==> config.mk <==
export PLATFORM = sky130hd
export DESIGN_NAME = prod_accumulator
export DESIGN_NICKNAME = d
export VERILOG_FILES = /design/src/rtl/prod_acc_pkg.sv /design/src/rtl/prod_acc_sat_add.sv /design/src/rtl/prod_accumulator.sv
export SDC_FILE = /design/constraint.sdc
export NUM_CORES = 1
export LEC_CHECK = 0
export CAP_MARGIN = 20
export CORE_MARGIN = 1.5
export CORE_UTILIZATION = 58
export CTS_BUF_LIST = sky130_fd_sc_hd__clkbuf_16
export CTS_CLUSTER_DIAMETER = 200
export CTS_CLUSTER_SIZE = 10
export DETAILED_ROUTE_END_ITERATION = 6
export GPL_TIMING_DRIVEN = 0
export PLACE_DENSITY_LB_ADDON = 0.25
export RECOVER_POWER = 25
export SYNTH_ARGS = -nofsm -noshare
export SYNTH_HDL_FRONTEND = slang
export SYNTH_HIERARCHICAL = 1
export SYNTH_SLANG_ARGS = --single-unit
==> constraint.sdc <==
create_clock -name clk -period 6.79 [get_ports clk]
set_input_delay 1.358 -clock clk [delete_from_list [all_inputs] [get_ports clk]]
set_output_delay 1.358 -clock clk [all_outputs]
set_load 0.01 [all_outputs]
==> src/rtl/prod_acc_pkg.sv <==
// Shared types and default widths for the product accumulator.
package prod_acc_pkg;

  localparam int PROD_W_DEF = 32;
  localparam int ACC_W_DEF  = 40;
  localparam int LEN_W_DEF  = 8;

  typedef enum logic [1:0] {
    ST_IDLE = 2'd0,
    ST_ACC  = 2'd1,
    ST_DONE = 2'd2
  } state_e;

endpackage

==> src/rtl/prod_acc_sat_add.sv <==
// Combinational saturating add of a zero-extended product onto the accumulator.
module prod_acc_sat_add
  import prod_acc_pkg::*;
#(
  parameter int PROD_W = PROD_W_DEF,
  parameter int ACC_W  = ACC_W_DEF
) (
  input  logic [ACC_W-1:0]  acc_in,
  input  logic [PROD_W-1:0] prod_in,
  output logic [ACC_W-1:0]  sum_out,
  output logic              ovf_out
);

  logic [ACC_W:0] sum_full;

  always_comb begin
    sum_full = {1'b0, acc_in} + (ACC_W+1)'(prod_in);
    ovf_out  = sum_full[ACC_W];
    sum_out  = sum_full[ACC_W] ? {ACC_W{1'b1}} : sum_full[ACC_W-1:0];
  end

endmodule

==> src/rtl/prod_accumulator.sv <==
// Frame-based accumulator of unsigned multiplier products with saturation.
// state   | meaning
// IDLE    | waiting for start with a non-zero length; last result held
// ACC     | accepting products until the frame length is consumed
// DONE    | frame sum presented until downstream takes it
module prod_accumulator
  import prod_acc_pkg::*;
#(
  parameter int PROD_W = PROD_W_DEF,
  parameter int ACC_W  = ACC_W_DEF,
  parameter int LEN_W  = LEN_W_DEF
) (
  input  logic              clk,
  input  logic              rst_n,
  input  logic              clr,
  input  logic              start,
  input  logic [LEN_W-1:0]  len,
  input  logic              in_valid,
  output logic              in_ready,
  input  logic [PROD_W-1:0] prod,
  output logic              out_valid,
  input  logic              out_ready,
  output logic [ACC_W-1:0]  acc,
  output logic              ovf
);

  state_e            state_q, state_d;
  logic [ACC_W-1:0]  acc_q, acc_d;
  logic              ovf_q, ovf_d;
  logic [LEN_W-1:0]  rem_q, rem_d;

  logic [ACC_W-1:0]  sum_sat;
  logic              sum_ovf;
  logic              beat;

  prod_acc_sat_add #(
    .PROD_W (PROD_W),
    .ACC_W  (ACC_W)
  ) u_sat_add (
    .acc_in  (acc_q),
    .prod_in (prod),
    .sum_out (sum_sat),
    .ovf_out (sum_ovf)
  );

  always_comb begin
    state_d = state_q;
    acc_d   = acc_q;
    ovf_d   = ovf_q;
    rem_d   = rem_q;
    beat    = in_valid && (state_q == ST_ACC);

    if (clr) begin
      state_d = ST_IDLE;
      acc_d   = '0;
      ovf_d   = 1'b0;
      rem_d   = '0;
    end else begin
      unique case (state_q)
        ST_IDLE: begin
          if (start && (len != '0)) begin
            state_d = ST_ACC;
            acc_d   = '0;
            ovf_d   = 1'b0;
            rem_d   = len;
          end
        end
        ST_ACC: begin
          if (beat) begin
            acc_d = sum_sat;
            ovf_d = ovf_q | sum_ovf;
            rem_d = rem_q - LEN_W'(1);
            if (rem_q == LEN_W'(1)) state_d = ST_DONE;
          end
        end
        ST_DONE: begin
          if (out_ready) state_d = ST_IDLE;
        end
        default: state_d = ST_IDLE;
      endcase
    end
  end

  always_ff @(posedge clk or negedge rst_n) begin
    if (!rst_n) begin
      state_q <= ST_IDLE;
      acc_q   <= '0;
      ovf_q   <= 1'b0;
      rem_q   <= '0;
    end else begin
      state_q <= state_d;
      acc_q   <= acc_d;
      ovf_q   <= ovf_d;
      rem_q   <= rem_d;
    end
  end

  // Handshake outputs come from state alone so in_valid/out_ready never reach them.
  assign in_ready  = (state_q == ST_ACC);
  assign out_valid = (state_q == ST_DONE);
  assign acc       = acc_q;
  assign ovf       = ovf_q;

endmodule

=== Word level (Yosys, flattened, before mapping) ===
Index checks and enable logic that the tools add are counted.

* Muxes and demuxes: 19
* Bitwise gates (word level): 1
* Reductions and logical operators: 7
* Add/subtract/negate cells: 2
* Equal/unequal tests: 7

{| class="wikitable"
|+ Operator list
! cell !! count
|-
| 40-bit two-way mux || 4
|-
| 40-bit case mux with 2 select lines || 1
|-
| 40-bit by 32-bit adder with 41-bit output || 1
|-
| 8-bit two-way mux || 3
|-
| 8-bit case mux with 2 select lines || 1
|-
| 2-bit two-way mux || 5
|-
| 3-bit by 2-bit != test with 1-bit output (second input constant) || 3
|-
| 8-bit by 1-bit equality test with 1-bit output (second input constant) || 1
|-
| 8-bit nonzero test || 1
|-
| 8-bit by 1-bit subtractor with 8-bit output (second input constant) || 1
|-
| 2-bit case mux with 3 select lines || 1
|-
| 4-bit AND reduction || 1
|-
| 1-bit two-way mux || 3
|-
| 3-bit != test (second input constant) || 1
|-
| 3-bit AND reduction || 1
|-
| 3-bit nonzero test || 1
|-
| 2-bit by 1-bit equality test with 1-bit output (second input constant) || 1
|-
| 2-bit equality test (second input constant) || 1
|-
| 1-bit logical AND || 2
|-
| 2-bit logical NOT || 1
|-
| 1-bit case mux with 2 select lines || 1
|-
| 1-bit OR || 1
|}

* Word-level logic and storage cells: 40
* Bits of input ports: 46
* Flip-flop bits (word level): 51
* Output and inout port bits: 43

=== Depth between registers and ports, before layout ===
Gate-level depths: netlist of run 1.

* Depth after elaboration: 5
* Depth in mapped cells: 13

=== Cells and area by module ===
The synthesis of run 1 kept the hierarchy.

{| class="wikitable"
|+ Modules (own cells, without submodules)
! module !! instances !! area each (um^2) !! cells each
|-
| prod_accumulator || 1 || 2,626.3 || 265
|-
| prod_acc_sat_add || 1 || 2,183.3 || 318
|}

=== Worst setup path before layout of run 1 ===
No wires, ideal clock.

* Path kind: input to register
* Start: in prod[0]
* End: reg acc_q[36] (netlist: acc[36])
* Data required time: 6.667 ns
* Stages: 12
* Data arrival time: 3.658 ns
* Setup slack: 3.009 ns
* Path through: ha_1 -> fa_1 -> a211oi_1 -> o21a_1 -> a21oi_4 -> a21boi_4 -> a2111oi_4 -> nor2_2 -> and3b_1 -> mux2_1 -> nand2_1 -> mux2i_1

* Longest elaborated chain between the ends: 5

{| class="wikitable"
|+ Ends and longest elaborated chain
! item !! line !! source
|-
| start: declaration || prod_accumulator.sv:20 || <nowiki>input logic [PROD_W-1:0] prod,</nowiki>
|-
| 40-bit by 32-bit adder with 41-bit output || prod_acc_sat_add.sv:17 || <nowiki>sum_full = {1'b0, acc_in} + (ACC_W+1)'(prod_in);</nowiki>
|-
| 40-bit two-way mux || prod_acc_sat_add.sv:19 || <nowiki>sum_out = sum_full[ACC_W] ? {ACC_W{1'b1}} : sum_full[ACC_W-1:0];</nowiki>
|-
| via sum_sat[36] || prod_accumulator.sv:32 || <nowiki>logic [ACC_W-1:0] sum_sat;</nowiki>
|-
| 40-bit two-way mux || prod_accumulator.sv:69 || <nowiki>if (beat) begin</nowiki>
|-
| 40-bit case mux with 2 select lines || prod_accumulator.sv:59 || <nowiki>unique case (state_q)</nowiki>
|-
| 40-bit two-way mux || prod_accumulator.sv:53 || <nowiki>if (clr) begin</nowiki>
|-
| end signal: assignment || prod_accumulator.sv:87 || <nowiki>acc_q <= '0;</nowiki>
|-
| end signal: assignment || prod_accumulator.sv:92 || <nowiki>acc_q <= acc_d;</nowiki>
|-
| end: declaration || prod_accumulator.sv:28 || <nowiki>logic [ACC_W-1:0] acc_q, acc_d;</nowiki>
|}

The timed path passes the listed nets, and every way through them passes these cells. The select of a mux whose other input is x is not followed.
A chain may end at the register's enable or synchronous reset.

=== Worst setup path in the final report of run 1 ===
* Start: in prod[0]
* End: reg acc_q[21] (netlist: acc[21])

The elaborated chain is that of the path after synthesis.

==> results of run 1 <==
synth_stat cells, types with 2 or more instances:
cell      count
nand2_1      92
inv_1        58
dfrtp_1      51
a21oi_1      42
mux2i_1      40
ha_1         34
nor2_1       25
o21ai_0      22
nand3_1      19
xnor2_1      15
a21o_1       14
xor2_1       11
and3_1       10
nand2_2      10
clkbuf_1      8
nor3_1        8
a21boi_0      7
o21a_1        7
a31oi_1       6
buf_2         6
nand2b_1      6
o21bai_1      6
and2_1        5
o31ai_1       5
buf_6         4
mux2_1        4
nor3b_1       4
a211oi_1      3
buf_12        3
nand4_1       3
nor2_2        3
o211a_1       3
o211ai_1      3
o221ai_1      3
a21oi_4       2
and3b_1       2
mux2_2        2
nor2b_1       2
nor4_1        2
o21ai_1       2
o32ai_1       2
worst max-delay path, cell delays in order:
cell and delay, ns:
clkdlybuf4s50_1 0.44, ha_1 0.23, fa_1 0.43, a211oi_1 0.37, o21a_1 0.24, a21oi_4 0.09
a21boi_4 0.26, a2111oi_4 0.13, o21bai_2 0.41, buf_6 0.22, buf_6 0.18, nand2_2 0.06
nand2_1 0.06, mux2i_1 0.08
power by group:
group	total (W)	internal (W)	leakage, nW	switching, W
Combinational	0.000766	0.000356	2.06	0.000410
Clock	0.000299	0.000176	0.0844	0.000122
Sequential	0.000407	0.000354	0.696	0.0000526
worst max path at each step:
stage	cells past startpoint	slack (ns)	endpoint
finish	14	2.39	acc[21]
global placement	14	2.23	acc[28]
global route	14	2.30	acc[28]
detailed placement	14	2.16	acc[21]
CTS	14	2.44	acc[21]
floorplan	12	3.01	acc[36]
layout by cell type (no fill, tap or decap), types with 4 or more instances in the layout:
| cell | synthesis | final |
|---|---|---|
| nor3_1 | 8 | 8 |
| clkdlybuf4s50_1 | 0 | 86 |
| xnor2_1 | 15 | 15 |
| inv_1 | 58 | 58 |
| clkbuf_16 | 0 | 5 |
| nand3_1 | 19 | 19 |
| o21bai_1 | 6 | 6 |
| mux2_1 | 4 | 4 |
| a21o_1 | 14 | 14 |
| buf_2 | 6 | 6 |
| a21boi_0 | 7 | 7 |
| buf_6 | 4 | 4 |
| mux2i_1 | 40 | 40 |
| a21oi_1 | 42 | 42 |
| nor3b_1 | 4 | 4 |
| xor2_1 | 11 | 11 |
| o21a_1 | 7 | 7 |
| nand2_1 | 92 | 92 |
| ha_1 | 34 | 34 |
| o21ai_0 | 22 | 22 |
| nand2b_1 | 6 | 6 |
| and3_1 | 10 | 10 |
| nand2_2 | 10 | 10 |
| clkbuf_1 | 8 | 10 |
| nor2_1 | 25 | 25 |
| and2_1 | 5 | 5 |
| a31oi_1 | 6 | 6 |
| dfrtp_1 | 51 | 51 |
| o31ai_1 | 5 | 5 |
flip-flops by register name (all words and copies together), names as in the netlist:
| signal | count |
|---|---|
| state_q | 2 |
| rem_q | 8 |
| acc | 40 |
| ovf | 1 |
cell type report:
cell class                      instances  area, sq um
Clock buffer                            5          125
Inverter                               58          218
Buffer                                 22          180
Tap cell                              105          131
Timing Repair Buffer                   88          868
Multi-Input combinational cell        452         3140
Fill cell                             622         2150
Clock inverter                          3         47.5
Sequential cell                        51         1280
per-stage QoR:
step                instance area (sq um)  power [W]  worst slack [ns]
detailed placement                   5830    0.00117              2.16
global route                         5980    0.00158              2.30
CTS                                  6000    0.00147              2.44
finish                               5980    0.00147              2.39
floorplan                            4810   0.000942              3.01
global placement                     5810    0.00115              2.23
routing by layer:
layer | vias up | GRT usage (%)
li1 | 2219 | -
met1 | 2174 | 37.9
met2 | 166 | 48.7
met3 | 14 | 3.56
met4 | 0 | 7.46
met5 | - | 0
kinds of logic (layout without fill, tap and decap cells):
group                    count (synthesis)  after routing  share of synthesized area [%]
adder cells (fa/ha/maj)                 35             35                           9.26
multiplexers                            47             47                           10.0
flip-flops                              51             51                           26.5
AO/OA/AOI/OAI                          143            143                           20.8
buffers and inverters                   80            176                           8.27
XOR/XNOR                                26             26                           4.73
AND/OR/NAND/NOR                        201            201                           20.4
==> results.toml, run 1 <==
[run_status]
outcome = "finished with violations"
violations = "max-capacitance violations, max-slew violations"

[synth]
syn-num-nets = 664
ys.flop_type = "dfrtp_1"
synthesis.area_sq_um = 4810
yosysWarnings = 6
netlist_instances = 583
yosysTopAreaCellShare_pct = 26.5
postSynthAreaPerCell_sq_um = 8.25
synth_edf_count = 0
ys_seq_elements = 51
ys_seq_area_share_pct = 26.5
synth_cell_type_count = 70
yosysTopAreaCell = "dfrtp_1"
async_flop_share_pct = 100
synth_area_leaders = "dfrtp_1, ha_1, mux2i_1"

[global_routing]
grt_pass1_wl_mm = 20.5
overflow = 0
grt_pass1_vias = 4457
antenna_found_initial = 0
grt_use_total_pct = 28.5
grt_max_degree = 34

[min_path]
min_to = "state_q[0]"
min_path_type = "flop to flop"
hold_depth = 1
hp-start = "state_q[1]"

[setup_path]
crit_path_start = "prod[0]"
rr_worst_depth = 13
rrSetupSlack_ns = 3.45
r2r_start = "acc[0]"
start_kind = "input port"
required_ns = 6.97
reg2reg_to = "acc[21]"
cp_max_fo = 10
crit_path_end_kind = "flop"
criticalPathCategory = "input port to flop"
cp.arrival_ns = 4.58

[die]
die_w_microns = 94.1
start_util_pct = 59.1
ios = 89
dieHeight_microns = 94.1
num_rows = 33
core_area_sq_um = 8130
die_area_sq_um = 8850

[cells_and_area]
insertedDiodeCount = 0
drive_gt1_share_pct = 7.81
layout.nets = 759
stdcell_count = 784
syn2layout_area_growth_pct = 24.4
fin_util_pct = 73.5

[drt]
wire_per_inst_microns = 15.1
route.final.wire_length_mm = 11.9
postRouteAntennaNets = 0
vias = 4573
highest_layer = "met4"
dr_wl_met3_microns = 627
dr_wl_met2_mm = 5.81
wirelength_met1_mm = 5.28
drtIter0Drc = 275
drc = 0
via_per_inst = 5.83
drt-pass1-iter-count = 5

[sta]
whs_ns = 0.504
maxSlewHeadroom_pct = -21.3
finClkSkew_ns = 0.00981
finalHoldViolCount = 0
slew_violations = 34
tightest_slew_ns = 1.82
grt_setup_unrepaired = "false"
finalSetupTns_ns = 0
min_period_ns = 4.40
clock.fmax_ghz = 0.227
setup_violations = 0
post-route-period-util_pct = 64.8

[cts]
htreeDepth = 2
cts_root_buf = "clkbuf_16"
cts_setup_buffers = 0
clock_latency_ns = 0.29
numCtsBuffers = 5
cts_hold_buf = 0
clk_path_buf_depth = 2
cts_tree = "done"
cts_resized = 0
clkTransAtPathRegs_ns = 0.07
clock-sinks = 51

[power]
leakage_nw = 2.84
vdd_drop_max_v = 0.000144
powerDensity_nw_per_um2 = 246

[run]
maxCapViolations = 1

[placed_design]
io_buffers = 87
gp_congestion = 0.896
placed_cells = 776
hpwl_mm = 9.15
Note: power is estimated with default switching activity, not from simulation.
==> run 2, diff against run 1 <==
Settings changed: CORE_UTILIZATION 58 to 54.
Clock period 6.79 ns to 4.55 ns, I/O delays scaled along.
==> results.toml, run 2 (same netlist as run 1, synthesis figures left out) <==
[sta]
finalHoldViolCount = 0
slew_violations = 31
finClkSkew_ns = 0.00904
grt_setup_unrepaired = "false"
post-route-period-util_pct = 85.8
clock.fmax_ghz = 0.256
maxSlewHeadroom_pct = -14.2
whs_ns = 0.511
tightest_slew_ns = 1.71
finalSetupTns_ns = 0
setup_violations = 0
min_period_ns = 3.90

[cts]
cts_root_buf = "clkbuf_16"
clock_latency_ns = 0.29
clkTransAtPathRegs_ns = 0.07
clock-sinks = 51
cts_resized = 0
cts_hold_buf = 0
clk_path_buf_depth = 2
cts_tree = "done"
cts_setup_buffers = 0
numCtsBuffers = 5
htreeDepth = 2

[run_status]
violations = "max-capacitance violations, max-slew violations"
outcome = "finished with violations"

[run]
maxCapViolations = 1

[setup_path]
cp.arrival_ns = 4.08
cpMostUsedCell = "buf_6"
required_ns = 4.72
cp_max_fo = 10
path_cells = "clkdlybuf4s50_1, ha_1, fa_1, a211oi_1, o21a_1, a21oi_4, a21boi_4, a2111oi_4, o21bai_2, buf_6, buf_6, nand2_2, nand2_1, mux2i_1"
crit_path_end_kind = "flop"
start_kind = "input port"
slowest_stage = "clkdlybuf4s50_1"
slowest_delay_ns = 0.44
criticalPathCategory = "input port to flop"

[die]
ios = 89
start_util_pct = 55.4
die_area_sq_um = 9480
core_area_sq_um = 8680
die_w_microns = 97.4
num_rows = 34
dieHeight_microns = 97.4

[placed_design]
dpl-instance-area_sq_um = 5830
gp_congestion = 0.909
hpwl_mm = 9.04
io_buffers = 87

[global_routing]
antenna_found_initial = 0
grt_pass1_wl_mm = 20.9
grt_use_total_pct = 26.1
grt_pass1_vias = 4383
grt_max_degree = 31
overflow = 0

[power]
leakage_nw = 2.84
powerDensity_nw_per_um2 = 365
vdd_drop_max_v = 0.000201
power_w = 0.00218

[cells_and_area]
fin_util_pct = 68.8
largest_reg_flops = 40
final_common_cell = "nand2_1"
fin_area_sq_um = 5970
syn2layout_area_growth_pct = 24.2
insertedDiodeCount = 0
mostFrequentLayoutCells = "nand2_1, clkdlybuf4s50_1, inv_1, dfrtp_1, a21oi_1"
fillerInstances = 726
drive_gt1_share_pct = 7.52
layout.nets = 759

[drt]
route.final.wire_length_mm = 11.9
wire_per_inst_microns = 15.1
drtIter0Drc = 189
via_per_inst = 5.71
drt-pass1-iter-count = 5
postRouteAntennaNets = 0
drc = 0
vias = 4487

[min_path]
min_path_type = "flop to flop"
run 2: cell types whose count changed in the layout (fill, tap and decap cells not counted), sizes merged:
cell / delta
clkinv: -1
run 2: power breakdown:
part           total (W)  internal, W  switching, W  leakage, nW
Sequential      0.000609     0.000528     0.0000811        0.696
Clock           0.000430     0.000255      0.000175       0.0811
Combinational    0.00114     0.000531      0.000609         2.06
Total            0.00218      0.00131      0.000866         2.84
run 2: area by class of cell:
cell class / count / area (sq um) / area share (%)
clock buffer: 5 / 125 / 2.10
clock inverter: 2 / 33.8 / 0.566
sequential: 51 / 1280 / 21.4
timing repair buffer: 88 / 868 / 14.5
buffer: 22 / 180 / 3.02
inverter: 58 / 218 / 3.65
tap: 108 / 135 / 2.26
multi-input combinational: 452 / 3140 / 52.5
run 2: worst max-delay path, delay by kind of cell:
kind / cells / cell delay (ns)
AOI/OAI and AO/OA: 6 / 1.47
buffers and inverters: 3 / 0.84
adders and majority gates: 2 / 0.66
and+or+nand+nor: 2 / 0.10
muxes: 1 / 0.08
run 2: worst paths after layout:
check / depth (start not counted) / end / slack (ns) / startpoint
setup / recovery: 14 / acc[25] / 0.65 / prod[0]
hold / removal: 1 / state_q[0] / 0.51 / state_q[1]
setup reg to reg: 13 / acc[25] / 1.27 / acc[0]
hold reg to reg: 1 / state_q[0] / 0.51 / state_q[1]
max in group asynchronous: 2 / acc[35] / 1.52 / rst_n
min in group asynchronous: 1 / acc[10] / 0.85 / rst_n
run 2: routing by layer:
metal	share of wire, %	vias to the layer above	track usage (%)
met5	0	-	0
met4	1.3	0	5.71
met3	4.5	18	3.81
met2	48	147	43.9
met1	46	2104	35.7
li1	-	2218	-
run 2: metrics by stage:
step           instances  worst slack, ns
6_report             786            0.646
5_1_grt              786            0.448
4_1_cts              786            0.654
3_5_place_dp         779            0.358
3_3_place_gp         778            0.420
2_1_floorplan        583             1.22
==> run 3, diff against run 2 <==
Settings changed: CORE_UTILIZATION 54 to 52, SYNTH_HIERARCHICAL 1 to unset.
Clock period 4.55 ns to 3.7 ns, I/O delays scaled along.
==> results.toml, run 3 <==
[run_status]
outcome = "finished with violations"
violations = "max-capacitance violations, max-slew violations"

[sta]
slew_violations = 32
grt_setup_unrepaired = "false"
finalHoldViolCount = 0
min_period_ns = 3.60
post-route-period-util_pct = 97.3
finClkSkew_ns = 0.00890
clock.fmax_ghz = 0.278
setup_violations = 0
fin_ws_ns = 0.101
maxSlewHeadroom_pct = -14.4
tightest_slew_ns = 1.72

[drt]
vias = 4097
via_per_inst = 6.03
postRouteAntennaNets = 0
route.final.wire_length_mm = 11.0
drc = 0
drt-pass1-iter-count = 4
drtIter0Drc = 233
wire_per_inst_microns = 16.2

[die]
die_area_sq_um = 8410
dieHeight_microns = 91.7
ios = 89
core_area_sq_um = 7690
die_w_microns = 91.7
num_rows = 32
start_util_pct = 53.2

[cts]
cts_tree = "done"
clk_path_buf_depth = 2
clkTransAtPathRegs_ns = 0.07
clock-sinks = 51
htreeDepth = 2
clock_latency_ns = 0.30
cts_root_buf = "clkbuf_16"
numCtsBuffers = 5
cts_setup_buffers = 0

[setup_path]
rr_worst_depth = 12
criticalPathCategory = "input port to flop"
start_kind = "input port"
cp_max_fo = 10
cp.arrival_ns = 3.84
required_ns = 3.94
crit_path_end_kind = "flop"

[synth]
synth_edf_count = 0
syn-num-nets = 561
synth_top_family_by_area = "compound AO/OA/AOI/OAI gates"
synth-compound-area-share_pct = 31.8
synth_most_common_cell = "a21oi_1"
synth-simple-area-share_pct = 17.3
synthAdderAreaFrac_pct = 10.9
synthesis.area_sq_um = 4090
netlist_instances = 480
yosysTopAreaCell = "dfrtp_1"
synthXorXnorAreaFrac_pct = 5.99
ys_seq_elements = 51
synth_common_cells = "a21oi_1, dfrtp_1, a21o_1, nand2_1, nor2_1"
yosysTopAreaCellShare_pct = 31.2
async_flop_share_pct = 100
ys_seq_area_share_pct = 31.2
synthMuxAreaShare_pct = 0
synth_cell_type_count = 60
synth_area_leaders = "dfrtp_1, ha_1, a21oi_1"
yosysWarnings = 0
ys.flop_type = "dfrtp_1"
postSynthAreaPerCell_sq_um = 8.52

[global_routing]
grt_pass1_wl_mm = 18.6
grt_max_degree = 32
antenna_found_initial = 0
grt_pass1_vias = 4165
grt_use_total_pct = 26.8
overflow = 0

[placed_design]
hpwl_mm = 8.23
io_buffers = 88
post-place-ws_ns = -0.344
gp_congestion = 0.913
dpl-instance-area_sq_um = 5110

[cells_and_area]
fillerInstances = 650
syn2layout_area_growth_pct = 29.4
fin_util_pct = 68.9
layout.nets = 657
fin_area_sq_um = 5300
largest_reg_flops = 40
drive_gt1_share_pct = 5.55
mostFrequentLayoutCells = "clkdlybuf4s50_1, a21oi_1, dfrtp_1, a21o_1"
final_common_cell = "clkdlybuf4s50_1"
insertedDiodeCount = 0

[min_path]
hold_depth = 1
min_path_type = "flop to flop"

[power]
powerDensity_nw_per_um2 = 470
vdd_drop_max_v = 0.000244
power_w = 0.00249
leakage_nw = 2.56

[run]
maxCapViolations = 1
run 3: cell types whose count changed after synthesis, moves of 11 or more:
cell	change
a21o_1	+27
a21oi_1	+24
nand2_1	-56
inv_1	-50
nor2_1	+11
mux2i_1	-40
o21ai_0	+11
run 3: routing by layer:
layer / vias up / track usage (%) / share of wire (%)
met2: 117 / 47.8 / 50
met3: 18 / 3.48 / 4.3
met1: 1971 / 32.8 / 44
met5: - / 0 / 0
li1: 1991 / - / -
met4: 0 / 9.87 / 1.6
run 3: what timing repair did:
item                                    CTS  global route
endpoints found under the setup margin    1            28
gates cloned                              0             0
pin swaps                                 0             1
resized for setup                         1             5
hold buffers                              0             0
run 3: worst paths after layout:
check	startpoint	slack [ns]	to
max	prod[0]	0.10	acc[13]
min	ovf	0.50	ovf
max reg2reg	acc[0]	0.70	acc[13]
min reg2reg	ovf	0.50	ovf
max in group asynchronous	rst_n	0.90	acc[29]
min in group asynchronous	rst_n	0.64	acc[17]
run 3: metrics by stage:
step	TNS (ns)	hold slack, ns	cells
detailed placement	-6.47	0.488	671
global placement	-4.62	0.485	670
finish	0	0.500	679
global route	0	0.508	679
floorplan	0	0.444	480
CTS	0	0.428	679
run 3: area by class of cell:
cell class | count | area [sq um] | area share, %
Inverter | 8 | 30.0 | 0.567
Multi-Input combinational cell | 402 | 2730 | 51.6
Sequential cell | 51 | 1280 | 24.1
Buffer | 19 | 82.6 | 1.56
Clock inverter | 3 | 43.8 | 0.827
Clock buffer | 5 | 125 | 2.36
Timing Repair Buffer | 89 | 878 | 16.6
Tap cell | 102 | 128 | 2.41
run 3: worst max-delay path: stages:
cell             delay [ns]
clkdlybuf4s50_1        0.50
ha_1                   0.24
fa_2                   0.27
a211oi_2               0.08
o211a_1                0.25
or3_4                  0.40
o311ai_4               0.36
o2111ai_2              0.16
nand3_2                0.15
nand3_4                0.13
buf_2                  0.24
a21oi_1                0.18
a21o_1                 0.12
run 3: report_power, final:
group	internal (W)	switching [W]
logic	0.000541	0.000669
clock network	0.000320	0.000220
registers	0.000651	0.0000873
run 3: logic make-up after synthesis:
logic type	after synthesis
fa+ha+maj	35
xor+xnor	28
buf+inv	27
flops	51
compound gates	201
simple gates	138
